## config.mk

```make
export PLATFORM = sky130hd
export DESIGN_NAME = blink_period_meter
export DESIGN_NICKNAME = d
export VERILOG_FILES = /design/src/rtl/blink_period_meter.sv
export SDC_FILE = /design/constraint.sdc
export NUM_CORES = 1
export LEC_CHECK = 0
export BUFFER_PORTS_ARGS = -buffer_cell sky130_fd_sc_hd__buf_2
export CAP_MARGIN = 5
export CELL_PAD_IN_SITES_DETAIL_PLACEMENT = 0
export CELL_PAD_IN_SITES_GLOBAL_PLACEMENT = 1
export CORE_ASPECT_RATIO = 0.7
export CORE_MARGIN = 5
export CORE_UTILIZATION = 44
export DETAILED_ROUTE_END_ITERATION = 10
export PLACE_DENSITY = 0.76
export SETUP_SLACK_MARGIN = 0.15
export SKIP_CTS_REPAIR_TIMING = 1
export SKIP_LAST_GASP = 1
export SYNTH_ARGS = -nofsm -noshare
export SYNTH_HDL_FRONTEND = slang
export SYNTH_SLANG_ARGS = --single-unit
```

## constraint.sdc

```tcl
create_clock -name clk -period 2.58 [get_ports clk]
set_input_delay 0.645 -clock clk [delete_from_list [all_inputs] [get_ports clk]]
set_output_delay 0.645 -clock clk [all_outputs]
set_load 0.01 [all_outputs]
```

## src/rtl/blink_period_meter.sv

```systemverilog
// Measures clk cycles between rising edges of an async input; classifies fast/slow, flags stalls.
// Latency: period/period_valid/fast/meas_count update 2 edges after blink_in is first sampled high.
// Backpressure: none; period_valid is a one-cycle strobe and is not held for a consumer.
module blink_period_meter #(
  parameter int CNT_W    = 28,
  parameter int FAST_MAX = 2**24,
  parameter int TIMEOUT  = 2**27
) (
  input  logic             clk,
  input  logic             rst_n,
  input  logic             blink_in,
  output logic [CNT_W-1:0] period,
  output logic             period_valid,
  output logic             fast,
  output logic             stalled,
  output logic [7:0]       meas_count
);

  typedef enum logic {IDLE, MEASURE} state_t;

  localparam logic [CNT_W-1:0] TIMEOUT_C  = CNT_W'(TIMEOUT);
  localparam logic [CNT_W-1:0] FAST_MAX_C = CNT_W'(FAST_MAX);
  localparam logic [CNT_W-1:0] CNT_ONE    = CNT_W'(1);
  localparam logic [CNT_W-1:0] CNT_SAT    = '1;

  state_t           state_q, state_d;
  logic             s1_q, s1_d;
  logic             s2_q, s2_d;
  logic             prev_q, prev_d;
  logic [CNT_W-1:0] cnt_q, cnt_d;
  logic [CNT_W-1:0] period_q, period_d;
  logic             period_valid_q, period_valid_d;
  logic             fast_q, fast_d;
  logic             stalled_q, stalled_d;
  logic [7:0]       meas_count_q, meas_count_d;
  logic             rise;

  // Two-flop synchronizer followed by an edge register; only rising edges matter.
  assign rise = s2_q & ~prev_q;

  // Next-state: open the window on the first rise, close/restart it on each later rise,
  // fall back to IDLE with stalled set once the window reaches TIMEOUT.
  always_comb begin
    s1_d           = blink_in;
    s2_d           = s1_q;
    prev_d         = s2_q;
    state_d        = state_q;
    cnt_d          = cnt_q;
    period_d       = period_q;
    period_valid_d = 1'b0;
    fast_d         = fast_q;
    stalled_d      = stalled_q;
    meas_count_d   = meas_count_q;
    case (state_q)
      IDLE: begin
        cnt_d = '0;
        if (rise) begin
          // First edge after idle only arms the window; nothing to report yet.
          cnt_d     = CNT_ONE;
          state_d   = MEASURE;
          stalled_d = 1'b0;
        end
      end
      MEASURE: begin
        if (rise) begin
          // A rise coinciding with cnt == TIMEOUT still completes a valid measurement.
          period_d       = cnt_q;
          period_valid_d = 1'b1;
          fast_d         = (cnt_q <= FAST_MAX_C);
          meas_count_d   = meas_count_q + 8'd1;
          cnt_d          = CNT_ONE;
        end else if (cnt_q == TIMEOUT_C) begin
          stalled_d = 1'b1;
          cnt_d     = '0;
          state_d   = IDLE;
        end else if (cnt_q != CNT_SAT) begin
          cnt_d = cnt_q + CNT_ONE;
        end
      end
    endcase
  end

  // State and registered outputs; reset clears everything immediately.
  always_ff @(posedge clk or negedge rst_n) begin
    if (!rst_n) begin
      state_q        <= IDLE;
      s1_q           <= 1'b0;
      s2_q           <= 1'b0;
      prev_q         <= 1'b0;
      cnt_q          <= '0;
      period_q       <= '0;
      period_valid_q <= 1'b0;
      fast_q         <= 1'b0;
      stalled_q      <= 1'b0;
      meas_count_q   <= 8'd0;
    end else begin
      state_q        <= state_d;
      s1_q           <= s1_d;
      s2_q           <= s2_d;
      prev_q         <= prev_d;
      cnt_q          <= cnt_d;
      period_q       <= period_d;
      period_valid_q <= period_valid_d;
      fast_q         <= fast_d;
      stalled_q      <= stalled_d;
      meas_count_q   <= meas_count_d;
    end
  end

  assign period       = period_q;
  assign period_valid = period_valid_q;
  assign fast         = fast_q;
  assign stalled      = stalled_q;
  assign meas_count   = meas_count_q;

endmodule
```

==> out/qor.txt <==
status -> finished clean
filler instances -> 716
vias per cell -> 5.33
I/O pins -> 42
Top FF cell, synth -> dfrtp_1
global placer's final weighted congestion -> 0.844
max-slew violations -> 0
worst ir drop on vdd -> 0.276 mV
multi-input logic area -> 0.00144 sq mm
number of max-cap violations -> 0
WL met3 -> 368 um
Avg WL per Cell -> 15.5 um
antenna violations before repair -> 0
Non-Filler Instances -> 502
RSZ-0062 raised after global routing -> false
r2r startpoint -> cnt_q[0]$_DFFE_PN0P_
synth top area cells -> dfrtp_1 (54%), nand2_1 (11%), o21ai_0 (3.5%)
netlist area before placement -> 0.00331 sq mm
CTS Buffer Depth -> 2
Arr. time, crit path -> 2.54 ns
Setup Crit Path Kind -> reg -> reg
Row Count -> 26
critical path capture point type -> flop
worst-skew pair later-pin latency -> 0.35 ns
crit path from -> cnt_q[0]$_DFFE_PN0P_
total CTS buffers -> 9
Startpoint Class -> flop
Tightest Pin Transition -> 0.569 ns
hold slack -> 0.278 ns
initial core utilization -> 0.452
Logic pwr share -> 0.136
fin nets -> 405
Residual DRC -> 0
root buf cell -> clkbuf_8
min Tclk post-route -> 2.27 ns
Placed Cells -> 486
htree depth -> 3
Seq pwr share -> 0.534
HP Class -> in -> async
PwrDens -> 637 mW/mm^2
Die Y -> 82.5 um
Port Buffers -> 41
met2 routed WL -> 3470 um
GRT Util Overall -> 0.183
CTS clk-pin slew, worst paths -> 0.08 ns
number of global-route vias before repair -> 2647
count leader, synth -> nand2_1
async set-reset flop share out of synthesis -> 1.00
Synth Register Bits -> 71
antenna cell count -> 0
first-pass iteration count of the detailed router -> 4
Post-DP Area -> 0.00364 sq mm
CP max FO -> 15
fraction of power spent switching nets -> 0.296
most frequent cells after synthesis -> nand2_1 (96), dfrtp_1 (71), o21ai_0 (23), a21oi_1 (20), nand3_1 (17)
average size of a mapped cell -> 9.37 sq um
Die Area -> 0.00938 sq mm
first-pass GRT wire length -> 13300 um
clock share of power -> 0.330
synth warn -> 0
Fmax -> 441 MHz
wl on met1 -> 3840 um
Die Width -> 114 um
Post-synth EDFFs -> 0
max_slew headroom -> 0.621
top sig layer -> met4
Storage cell area -> 0.00178 sq mm
final instance area -> 0.00381 sq mm
Hold Vio Cnt, Final -> 0
P_sw -> 0.000718 W
post-synth top area cell -> dfrtp_1
clock sink count -> 71
Setup-failing EPs final -> 0
sequential fraction of the synthesis area -> 0.537
P_int -> 0.00171 W
CTS tree -> yes
Initial DRC Count -> 128
DRT Wirelength -> 7790 um
Final TNS setup -> 0 ns
Leak Pwr -> 1.83 nW
GRT overflow -> 0
routed via count -> 2674
post-DP HPWL -> 5510 um
period utilization -> 0.878
top-area cell type share of the netlist area -> 0.537
Gate Count Post-Synth -> 353
core area -> 0.00732 sq mm
Synthesized Nets -> 359
area grow syn2layout -> 15.3%
share of layout cells above drive strength 1 -> 0.186
remaining antenna violation count -> 0
largest net degree at the start of global routing -> 48
Crit path required time -> 2.85 ns
Setup Skew -> 0.0107 ns
Yosys cell types -> 43
-- critical path: stages, from the launching register on --
cell and delay [ns]:
dfrtp_1 0.43, ha_1 0.25, and4_1 0.31, nand4_1 0.27, o21bai_4 0.34, or4_1 0.42
a21oi_1 0.17
-- logic make-up after synthesis --
group,synth area share
simple gates,0.284
buf+inv,0.0280
fa+ha+maj,0.0114
compound gates,0.107
xor+xnor,0.0238
mux,0.00908
flops,0.537
-- area by class of cell --
type / count / share of cell area
Clock buffer: 11 / 0.0371
Sequential cell: 71 / 0.466
Inverter: 8 / 0.00788
Tap cell: 98 / 0.0322
Timing Repair Buffer: 48 / 0.0709
Clock inverter: 5 / 0.00886
Multi-Input combinational cell: 261 / 0.377
-- per-stage QoR --
| step | util | total power (W) | worst slack (ns) |
|---|---|---|---|
| floorplan | - | 0.00150 | 0.642 |
| global placement | 0.497 | 0.00165 | 0.439 |
| detailed placement | 0.497 | 0.00166 | 0.333 |
| CTS | 0.521 | 0.00246 | 0.307 |
| global route | 0.521 | 0.00257 | 0.165 |
| finish | 0.521 | 0.00243 | 0.314 |
-- layer usage --
metal  track usage  vias to the layer above
met5             0                        -
met4        0.0480                        0
met3        0.0532                       11
met2         0.288                       52
met1         0.248                     1281
li1              -                     1330
-- worst paths after layout --
path | endpoint | slack [ns] | cells after the start
worst max-delay path | cnt_q[24]$_DFFE_PN0P_ | 0.31 | 6
worst min-delay path | period[5]$_DFFE_PN0P_ | 0.28 | 1
worst max register to register | cnt_q[24]$_DFFE_PN0P_ | 0.31 | 6
worst min register to register | prev_d$_DFF_PN0_ | 0.35 | 0
max in group asynchronous | period[25]$_DFFE_PN0P_ | 1.64 | 2
min in group clk | prev_d$_DFF_PN0_ | 0.35 | 0
-- layout by cell type, fill, tap and decap left out, types with 3 or more instances in the layout --
cell type  instances
a21oi_1           20
and3_1             3
and4_1             3
buf_2             41
buf_4              6
clkbuf_8          10
dfrtp_1           71
ha_1               3
inv_1              8
mux2i_1            3
nand2_1           96
nand3_1           17
nand4_1            6
nor2_1            11
nor3_1             6
nor4_1             7
o21ai_0           23
o31ai_1            4
or3_1             15
or4_1              7
xnor2_1            4
xor2_1             5
-- power by group through the flow --
stage / combinational [W] / sequential (W) / clock [W]
final: 0.000331 / 0.00130 / 0.000800
after global routing: 0.000376 / 0.00132 / 0.000881
after CTS: 0.000340 / 0.00130 / 0.000824
after detailed placement: 0.000340 / 0.00132 / 0
after global placement: 0.000336 / 0.00132 / 0
after floorplan: 0.000178 / 0.00133 / 0
-- registers in the layout, summed over array words and instances, names as in the netlist --
name and flops:
prev_q 1, stalled 1, fast 1, cnt_q 28
meas_count 8, s1_q 1, state_q 1, period 28
period_valid 1, prev_d 1
Power figures use the tool's default switching activity.
